[src/rtl/ps2_pkg.sv]
// Shared types and constants for the PS/2 scan-code-set-2 decoder.
package ps2_pkg;

    typedef enum logic [2:0] {
        IDLE,
        EXT,
        BRK,
        EXT_BRK,
        SKIP
    } state_t;

    localparam logic [7:0] BYTE_EXT   = 8'hE0;
    localparam logic [7:0] BYTE_BRK   = 8'hF0;
    localparam logic [7:0] BYTE_PAUSE = 8'hE1;

    localparam logic [7:0] CTRL_ERR0  = 8'h00;
    localparam logic [7:0] CTRL_BAT   = 8'hAA;
    localparam logic [7:0] CTRL_ECHO  = 8'hEE;
    localparam logic [7:0] CTRL_ACK   = 8'hFA;
    localparam logic [7:0] CTRL_RSND  = 8'hFE;
    localparam logic [7:0] CTRL_ERR1  = 8'hFF;

    localparam logic [7:0] SC_LSHIFT  = 8'h12;
    localparam logic [7:0] SC_RSHIFT  = 8'h59;
    localparam logic [7:0] SC_CAPS    = 8'h58;

    localparam logic [2:0] PAUSE_TAIL = 3'd7;

    typedef struct packed {
        logic [7:0] code;
        logic       rel;
        logic       ext;
        logic [7:0] ascii;
    } key_event_t;

    // Keyboard status/acknowledge bytes carry no key information.
    function automatic logic is_ctrl_byte(input logic [7:0] b);
        return (b == CTRL_ERR0) || (b == CTRL_BAT) || (b == CTRL_ECHO) ||
               (b == CTRL_ACK)  || (b == CTRL_RSND) || (b == CTRL_ERR1);
    endfunction

endpackage

[src/rtl/ps2_set2_to_ascii.sv]
// Combinational scan-code-set-2 to ASCII translation for US layout.
module ps2_set2_to_ascii (
    input  logic [7:0] code,
    input  logic       extended,
    input  logic       key_rel,
    input  logic       shift,
    input  logic       caps,
    output logic [7:0] ascii
);

    logic [7:0] letter;
    logic [7:0] plain;
    logic [7:0] shifted;

    always_comb begin
        letter  = '0;
        plain   = '0;
        shifted = '0;
        case (code)
            8'h1C: letter = 8'h61;  8'h32: letter = 8'h62;
            8'h21: letter = 8'h63;  8'h23: letter = 8'h64;
            8'h24: letter = 8'h65;  8'h2B: letter = 8'h66;
            8'h34: letter = 8'h67;  8'h33: letter = 8'h68;
            8'h43: letter = 8'h69;  8'h3B: letter = 8'h6A;
            8'h42: letter = 8'h6B;  8'h4B: letter = 8'h6C;
            8'h3A: letter = 8'h6D;  8'h31: letter = 8'h6E;
            8'h44: letter = 8'h6F;  8'h4D: letter = 8'h70;
            8'h15: letter = 8'h71;  8'h2D: letter = 8'h72;
            8'h1B: letter = 8'h73;  8'h2C: letter = 8'h74;
            8'h3C: letter = 8'h75;  8'h2A: letter = 8'h76;
            8'h1D: letter = 8'h77;  8'h22: letter = 8'h78;
            8'h35: letter = 8'h79;  8'h1A: letter = 8'h7A;
            8'h45: begin plain = 8'h30; shifted = 8'h29; end
            8'h16: begin plain = 8'h31; shifted = 8'h21; end
            8'h1E: begin plain = 8'h32; shifted = 8'h40; end
            8'h26: begin plain = 8'h33; shifted = 8'h23; end
            8'h25: begin plain = 8'h34; shifted = 8'h24; end
            8'h2E: begin plain = 8'h35; shifted = 8'h25; end
            8'h36: begin plain = 8'h36; shifted = 8'h5E; end
            8'h3D: begin plain = 8'h37; shifted = 8'h26; end
            8'h3E: begin plain = 8'h38; shifted = 8'h2A; end
            8'h46: begin plain = 8'h39; shifted = 8'h28; end
            8'h0E: begin plain = 8'h60; shifted = 8'h7E; end
            8'h4E: begin plain = 8'h2D; shifted = 8'h5F; end
            8'h55: begin plain = 8'h3D; shifted = 8'h2B; end
            8'h54: begin plain = 8'h5B; shifted = 8'h7B; end
            8'h5B: begin plain = 8'h5D; shifted = 8'h7D; end
            8'h5D: begin plain = 8'h5C; shifted = 8'h7C; end
            8'h4C: begin plain = 8'h3B; shifted = 8'h3A; end
            8'h52: begin plain = 8'h27; shifted = 8'h22; end
            8'h41: begin plain = 8'h2C; shifted = 8'h3C; end
            8'h49: begin plain = 8'h2E; shifted = 8'h3E; end
            8'h4A: begin plain = 8'h2F; shifted = 8'h3F; end
            8'h29: begin plain = 8'h20; shifted = 8'h20; end
            8'h5A: begin plain = 8'h0D; shifted = 8'h0D; end
            8'h66: begin plain = 8'h08; shifted = 8'h08; end
            8'h0D: begin plain = 8'h09; shifted = 8'h09; end
            8'h76: begin plain = 8'h1B; shifted = 8'h1B; end
            default: ;
        endcase
    end

    always_comb begin
        ascii = '0;
        if (!key_rel) begin
            if (extended) begin
                if (code == 8'h5A)
                    ascii = 8'h0D;
                else if (code == 8'h4A)
                    ascii = 8'h2F;
            end else if (letter != 8'h00) begin
                ascii = (shift ^ caps) ? (letter - 8'h20) : letter;
            end else begin
                ascii = shift ? shifted : plain;
            end
        end
    end

endmodule

[src/rtl/ps2_scancode_decoder.sv]
// Prefix-decoding FSM, modifier tracking and key-event FIFO for PS/2 set 2.
module ps2_scancode_decoder
    import ps2_pkg::*;
#(
    parameter int unsigned DEPTH = 4
) (
    input  logic       clk,
    input  logic       rst,
    input  logic [7:0] byte_data,
    input  logic       full_byte_received,
    output logic       wait_for_data,
    output logic       key_valid,
    input  logic       key_ready,
    output logic [7:0] key_code,
    output logic       key_release,
    output logic       key_extended,
    output logic [7:0] key_ascii,
    output logic       shift_held,
    output logic       caps_lock,
    output logic       overflow
);

    localparam int unsigned AW = $clog2(DEPTH);
    localparam logic [AW:0] FULL_CNT = (AW + 1)'(DEPTH);

    state_t      state_q, state_d;
    logic [2:0]  skip_q, skip_d;
    logic        lshift_q, lshift_d;
    logic        rshift_q, rshift_d;
    logic        caps_q, caps_d;
    logic        overflow_q, overflow_d;
    logic        wait_q, wait_d;
    key_event_t  mem_q [DEPTH];
    key_event_t  mem_d [DEPTH];
    logic [AW-1:0] wr_q, wr_d, rd_q, rd_d;
    logic [AW:0]   cnt_q, cnt_d;

    logic        emit, ev_rel, ev_ext;
    logic [7:0]  ev_ascii;
    logic        full, pop, push_ok;

    ps2_set2_to_ascii u_ascii (
        .code     (byte_data),
        .extended (ev_ext),
        .key_rel  (ev_rel),
        .shift    (lshift_q | rshift_q),
        .caps     (caps_q),
        .ascii    (ev_ascii)
    );

    always_comb begin
        state_d = state_q;
        skip_d  = skip_q;
        emit    = 1'b0;
        ev_rel  = 1'b0;
        ev_ext  = 1'b0;
        if (full_byte_received) begin
            unique case (state_q)
                IDLE: begin
                    if (byte_data == BYTE_EXT) begin
                        state_d = EXT;
                    end else if (byte_data == BYTE_BRK) begin
                        state_d = BRK;
                    end else if (byte_data == BYTE_PAUSE) begin
                        state_d = SKIP;
                        skip_d  = PAUSE_TAIL;
                    end else if (!is_ctrl_byte(byte_data)) begin
                        emit = 1'b1;
                    end
                end
                EXT: begin
                    if (byte_data == BYTE_BRK) begin
                        state_d = EXT_BRK;
                    end else if (byte_data != BYTE_EXT) begin
                        emit    = 1'b1;
                        ev_ext  = 1'b1;
                        state_d = IDLE;
                    end
                end
                BRK: begin
                    if (byte_data == BYTE_EXT) begin
                        state_d = EXT;
                    end else if (byte_data != BYTE_BRK) begin
                        emit    = 1'b1;
                        ev_rel  = 1'b1;
                        state_d = IDLE;
                    end
                end
                EXT_BRK: begin
                    if (byte_data != BYTE_EXT && byte_data != BYTE_BRK) begin
                        emit    = 1'b1;
                        ev_rel  = 1'b1;
                        ev_ext  = 1'b1;
                        state_d = IDLE;
                    end
                end
                SKIP: begin
                    skip_d = skip_q - 3'd1;
                    if (skip_q == 3'd1)
                        state_d = IDLE;
                end
                default: state_d = IDLE;
            endcase
        end
    end

    // Modifiers track every emitted event, even ones the FIFO drops.
    always_comb begin
        lshift_d = lshift_q;
        rshift_d = rshift_q;
        caps_d   = caps_q;
        if (emit && !ev_ext) begin
            if (byte_data == SC_LSHIFT)
                lshift_d = !ev_rel;
            if (byte_data == SC_RSHIFT)
                rshift_d = !ev_rel;
            if (byte_data == SC_CAPS && !ev_rel)
                caps_d = !caps_q;
        end
    end

    assign full    = (cnt_q == FULL_CNT);
    assign pop     = key_valid && key_ready;
    assign push_ok = emit && (!full || pop);

    always_comb begin
        mem_d      = mem_q;
        wr_d       = wr_q;
        rd_d       = rd_q;
        cnt_d      = cnt_q;
        overflow_d = overflow_q | (emit && full && !pop);
        wait_d     = !full;
        if (push_ok) begin
            mem_d[wr_q] = '{code: byte_data, rel: ev_rel, ext: ev_ext, ascii: ev_ascii};
            wr_d        = wr_q + AW'(1);
        end
        if (pop)
            rd_d = rd_q + AW'(1);
        case ({push_ok, pop})
            2'b10:   cnt_d = cnt_q + (AW + 1)'(1);
            2'b01:   cnt_d = cnt_q - (AW + 1)'(1);
            default: cnt_d = cnt_q;
        endcase
    end

    always_ff @(posedge clk) begin
        if (!rst) begin
            state_q    <= IDLE;
            skip_q     <= '0;
            lshift_q   <= 1'b0;
            rshift_q   <= 1'b0;
            caps_q     <= 1'b0;
            overflow_q <= 1'b0;
            wait_q     <= 1'b0;
            wr_q       <= '0;
            rd_q       <= '0;
            cnt_q      <= '0;
            for (int unsigned i = 0; i < DEPTH; i++)
                mem_q[i] <= '0;
        end else begin
            state_q    <= state_d;
            skip_q     <= skip_d;
            lshift_q   <= lshift_d;
            rshift_q   <= rshift_d;
            caps_q     <= caps_d;
            overflow_q <= overflow_d;
            wait_q     <= wait_d;
            wr_q       <= wr_d;
            rd_q       <= rd_d;
            cnt_q      <= cnt_d;
            mem_q      <= mem_d;
        end
    end

    assign wait_for_data = wait_q;
    assign key_valid     = (cnt_q != '0);
    assign key_code      = mem_q[rd_q].code;
    assign key_release   = mem_q[rd_q].rel;
    assign key_extended  = mem_q[rd_q].ext;
    assign key_ascii     = mem_q[rd_q].ascii;
    assign shift_held    = lshift_q | rshift_q;
    assign caps_lock     = caps_q;
    assign overflow      = overflow_q;

endmodule

[config.mk]
export PLATFORM = sky130hd
export DESIGN_NAME = ps2_scancode_decoder
export DESIGN_NICKNAME = d
export VERILOG_FILES = /design/src/rtl/ps2_pkg.sv /design/src/rtl/ps2_set2_to_ascii.sv /design/src/rtl/ps2_scancode_decoder.sv
export SDC_FILE = /design/constraint.sdc
export NUM_CORES = 1
export LEC_CHECK = 0
export CORE_MARGIN = 3
export CORE_UTILIZATION = 40
export DETAILED_ROUTE_END_ITERATION = 10
export PLACE_DENSITY_LB_ADDON = 0.2
export SETUP_SLACK_MARGIN = 0.15
export SLEW_MARGIN = 20
export SYNTH_ARGS = -nofsm -noshare
export SYNTH_HDL_FRONTEND = slang
export SYNTH_SLANG_ARGS = --single-unit
[constraint.sdc]
create_clock -name clk -period 2.7 [get_ports clk]
set_input_delay 0.54 -clock clk [delete_from_list [all_inputs] [get_ports clk]]
set_output_delay 0.54 -clock clk [all_outputs]
set_load 0.05 [all_outputs]
# Word-level counts from Yosys, hierarchy flattened
# Cells that the tools add are included.
[classes]
n_addsub = 6
magnitude_cmp = 3
eq_ne = 81
muxes = 46
bitwise_logic = 5
reduce_logical = 30
[ops]
columns = ["op", "count"]
rows = [
  ["7-bit one-hot mux with 26 select lines", 3],
  ["8-bit by 6-bit equality test with 1-bit output, second input constant", 23],
  ["8-bit by 7-bit equality test with 1-bit output, second input constant", 22],
  ["72-bit bitwise mux", 1],
  ["8-bit by 5-bit equality test with 1-bit output, second input constant", 8],
  ["8-bit equality test, second input constant", 8],
  ["18-bit two-way mux", 3],
  ["8-bit two-way mux", 5],
  ["18-bit binary-select mux with 2-bit select", 1],
  ["18-bit demux with 2-bit select", 1],
  ["3-bit two-way mux", 12],
  ["8-bit by 4-bit equality test with 1-bit output, second input constant", 2],
  ["8-bit inequality test, second input constant", 2],
  ["3-bit one-hot mux with 5 select lines", 1],
  ["1-bit two-way mux", 12],
  ["3-bit one-hot mux with 2 select lines", 2],
  ["2-bit inequality test, second input constant", 5],
  ["1-bit logical AND", 8],
  ["8-bit logical NOT", 1],
  ["8-bit nonzero test", 1],
  ["7-bit by 6-bit subtractor with 8-bit output, second input constant", 1],
  ["7-bit two-way mux", 1],
  ["3-bit by 1-bit equality test with 1-bit output, second input constant", 2],
  ["3-bit by 2-bit equality test with 1-bit output, second input constant", 2],
  ["other kinds (24)", 44],
]
[totals]
ff_bits = 90
in_bits = 12
output_inout_bits = 23
word_cells = 197

# Depth between registers and ports, before layout
[depth]
depth_word = 15
ltp_mapped = 14
ltp_nobuf = 11

# Cells and area by module
# A second synthesis with hierarchy kept.
[unflattened]
cells_unflattened = 646
area_unflattened_um2 = 5746.8
[by_module_without_submodules]
columns = ["module", "n_inst", "cells_per_inst", "area_each_um2", "seq_area_each_um2"]
rows = [
  ["ps2_scancode_decoder", 1, 404, 4257.8, 1801.7],
  ["ps2_set2_to_ascii", 1, 242, 1488.9, 0.0],
]

# Least setup slack after synthesis
# OpenSTA, ideal clock, no wires.
[synth_timing]
kind = "in2reg"
startpoint = "input port byte_data[4]"
endpoint = "register mem_q[23] (netlist name)"
setup_time_ns = 0.124
arrival_ns = 2.776
required_time_ns = 2.576
path_slack_ns = -0.200
path_stages = 12
path_cell_list = "clkbuf_1 > or4b_2 > clkbuf_1 > o22ai_1 > nand2_1 > nor4b_2 > nand2_1 > inv_1 > ha_1 > a21oi_1 > o31ai_4 > o21ai_1"
[synth_between]
elab_chain_len = 13
[synth_lines]
columns = ["item", "line_no", "text"]
rows = [
  ["from (decl)", "ps2_scancode_decoder.sv:9", "input logic [7:0] byte_data,"],
  ["branches (longest 13 deep; another with 7-bit by 6-bit subtractor with 8-bit output)", "--", ""],
  ["to (signal assigned)", "ps2_scancode_decoder.sv:171", "mem_q <= mem_d;"],
  ["to (decl)", "ps2_scancode_decoder.sv:33", "key_event_t mem_q [DEPTH];"],
]
# Parallel ways; which one is timed is not known.
# A chain may end at the register's enable or synchronous reset.

# Worst setup path in the final report
[layout_timing]
startpoint = "input port byte_data[4]"
endpoint = "register mem_q[25] (netlist name)"
# The elaborated chain is that of the path after synthesis.

==> flow_summary.ini <==
[min_path]
holdCritPathClass = reg2reg

[logic_synthesis]
yosysUniqueCellTypes = 62
synth_most_common_cell = nand2_1
syn-mean-instance-area_um2 = 8.09
synth-warning-count = 0
yosys-top-cells-area = dfxtp_1, nand2_1, mux4_2
synth_nets = 674
async_flop_share = 0
synth_top_area_share = 0.341
ys_seq_elements = 90
synth_cells = 653
seq_area_frac_synth = 0.341
ys_top_cells_by_count = nand2_1, dfxtp_1, o21ai_0
synth_enable_flop_cells = 0
yosys.area.top_type = dfxtp_1
synth_ff_type = dfxtp_1
syn_area_um2 = 5290

[power]
vdd_drop_max_uv = 558
power_mw = 3.96
cellPowerDensity_nw_per_um2 = 527
p_leak_nw = 2.94

[cts]
cts_tree = yes
cts_max_path_buffers = 2
htreeDepth = 3
cts_root_buffer = clkbuf_16
cts_buffers = 9
clkTransAtPathRegs_ns = 0.06
clock-sinks = 90
clk_latency_ns = 0.33
cts-hold-fix-buffers = 0

[finish]
utilization = 0.588
layout.nets = 842
fin_cells = 998
antennaDiodeCount = 0
syn_to_final_growth_pct = 42.2
drive_gt1_frac = 0.335

[critical_path]
start_kind = primary input
required_ns = 2.96
critPathMaxFanout = 5
end_kind = flop
worstPathArrival_ns = 2.76
worstSetupPathType = in2reg

[sta]
fin_tns_setup_ns = 0
timing.final.crit_period_ns = 2.50
fin_crit_sh = 0.926
final-setup-viol-count = 0
skew_ns = 0.00857
rsz0062_at_grt = yes
slew_violations = 0
max_slew.worst_pin.slew_ns = 0.644
fmax_mhz = 400
finalHoldViolations = 0
slew_headroom = 0.569

[outcome]
status = finished, final reports clean

[floorplan]
num_rows = 41
floorplan.die_area_um2 = 14600
initial_core_util = 0.414
coreArea_um2 = 12800
die_w_um = 121
die_h_um = 121
io_pins = 35

[global_route]
grt_pass1_wl_um = 29100
antenna_found_initial = 0
gr-total-overflow = 0
grt_max_degree = 32
grt_pass1_vias = 5516
grtUsageTotal = 0.251

[drt]
routed_wl_um = 18000
viasPerCell = 5.62
vias = 5606
drt_iter0_drc = 467
drt_first_pass_iters = 6
drc = 0
routedWlPerCell_um = 18.0
ant_nets = 0

[place]
post-place-cells = 958
place_congestion = 0.929
place_hpwl_um = 13300
port-buffer-count = 34

[job]
drv_cap = 0
-- registers in the layout, indices dropped and copies added (netlist names), 2 cells and up --
name	cells
mem_q	72
cnt_q	3
skip_q	3
state_q	3
rd_q	2
wr_q	2
-- worst max-delay path: stages --
cell	delay (ns)
buf_6	0.10
buf_6	0.11
nor4bb_2	0.16
buf_4	0.13
buf_4	0.12
a221o_1	0.39
nor4b_4	0.34
nand2_1	0.14
inv_2	0.12
ha_4	0.14
nand2_2	0.04
a21oi_2	0.11
buf_4	0.14
nand2_1	0.05
a21boi_1	0.12
-- report_power, final --
| group | internal, mW | switching (mW) |
|---|---|---|
| Sequential | 1.39 | 0.0621 |
| Clock | 0.902 | 0.507 |
| Combinational | 0.475 | 0.621 |
-- metrics by stage --
stage               cell area (um2)  hold slack (ns)  setup WS (ns)
finish                         7510            0.454          0.198
global route                   7510            0.479          0.124
CTS                            7370            0.456          0.147
detailed placement             6830            0.447         -0.696
global placement               6830            0.438         -0.582
floorplan                      5400            0.432         0.0631
-- area by class of cell --
cell class / instances / area, um2
Sequential cell: 90 / 1800
Clock buffer: 9 / 225
Tap cell: 172 / 215
Fill cell: 1140 / 5260
Clock inverter: 7 / 118
Inverter: 9 / 33.8
Timing Repair Buffer: 213 / 1690
Multi-Input combinational cell: 498 / 3430
-- metal layers --
layer	share of wire	wire (um)	global-route usage	vias to the layer above
met5	0	0	0	-
li1	-	-	-	2708
met4	0.013	237	0.0524	0
met2	0.47	8460	0.408	195
met3	0.061	1090	0.0396	21
met1	0.45	8170	0.353	2682
-- placed cells by master (no fill, tap or decap), types with 11 or more instances in the layout --
master | netlist | final
nor2_1 | 37 | 35
mux4_2 | 18 | 18
dfxtp_1 | 90 | 90
a21boi_1 | 5 | 12
a21boi_0 | 25 | 17
nand2_1 | 121 | 118
o21ai_1 | 6 | 11
buf_6 | 1 | 15
buf_4 | 0 | 179
a21oi_1 | 37 | 33
nand3_1 | 38 | 38
o21ai_0 | 43 | 36
-- final timing paths --
check / startpoint / endpoint / slack, ns / depth (start not counted)
worst max-delay path: byte_data[4] / mem_q[25] / 0.20 / 15
worst min-delay path: mem_q[43] / mem_q[43] / 0.45 / 2
worst max register to register: state_q[1] / state_q[1] / 0.47 / 7
worst min register to register: mem_q[43] / mem_q[43] / 0.45 / 2
-- logic make-up (layout without fill, tap and decap cells) --
group | after synthesis | count (layout) | synth area share
and+or+nand+nor | 288 | 288 | 0.277
AOI/OAI and AO/OA | 171 | 171 | 0.212
DFF | 90 | 90 | 0.341
buffers and inverters | 65 | 238 | 0.0502
muxes | 23 | 23 | 0.0862
adders and majority gates | 9 | 9 | 0.0227
xor gates and xnor gates | 7 | 7 | 0.0116
-- repair_timing --
action                                  in CTS  in global routing
endpoints found under the setup margin      82                 76
endpoints found under the hold margin        0                  0
setup buffers                               13                  6
resized for setup                           57                 33
gates cloned                                 4                  1
pin swaps                                   18                 19
Note: power is estimated with default switching activity, not from simulation.
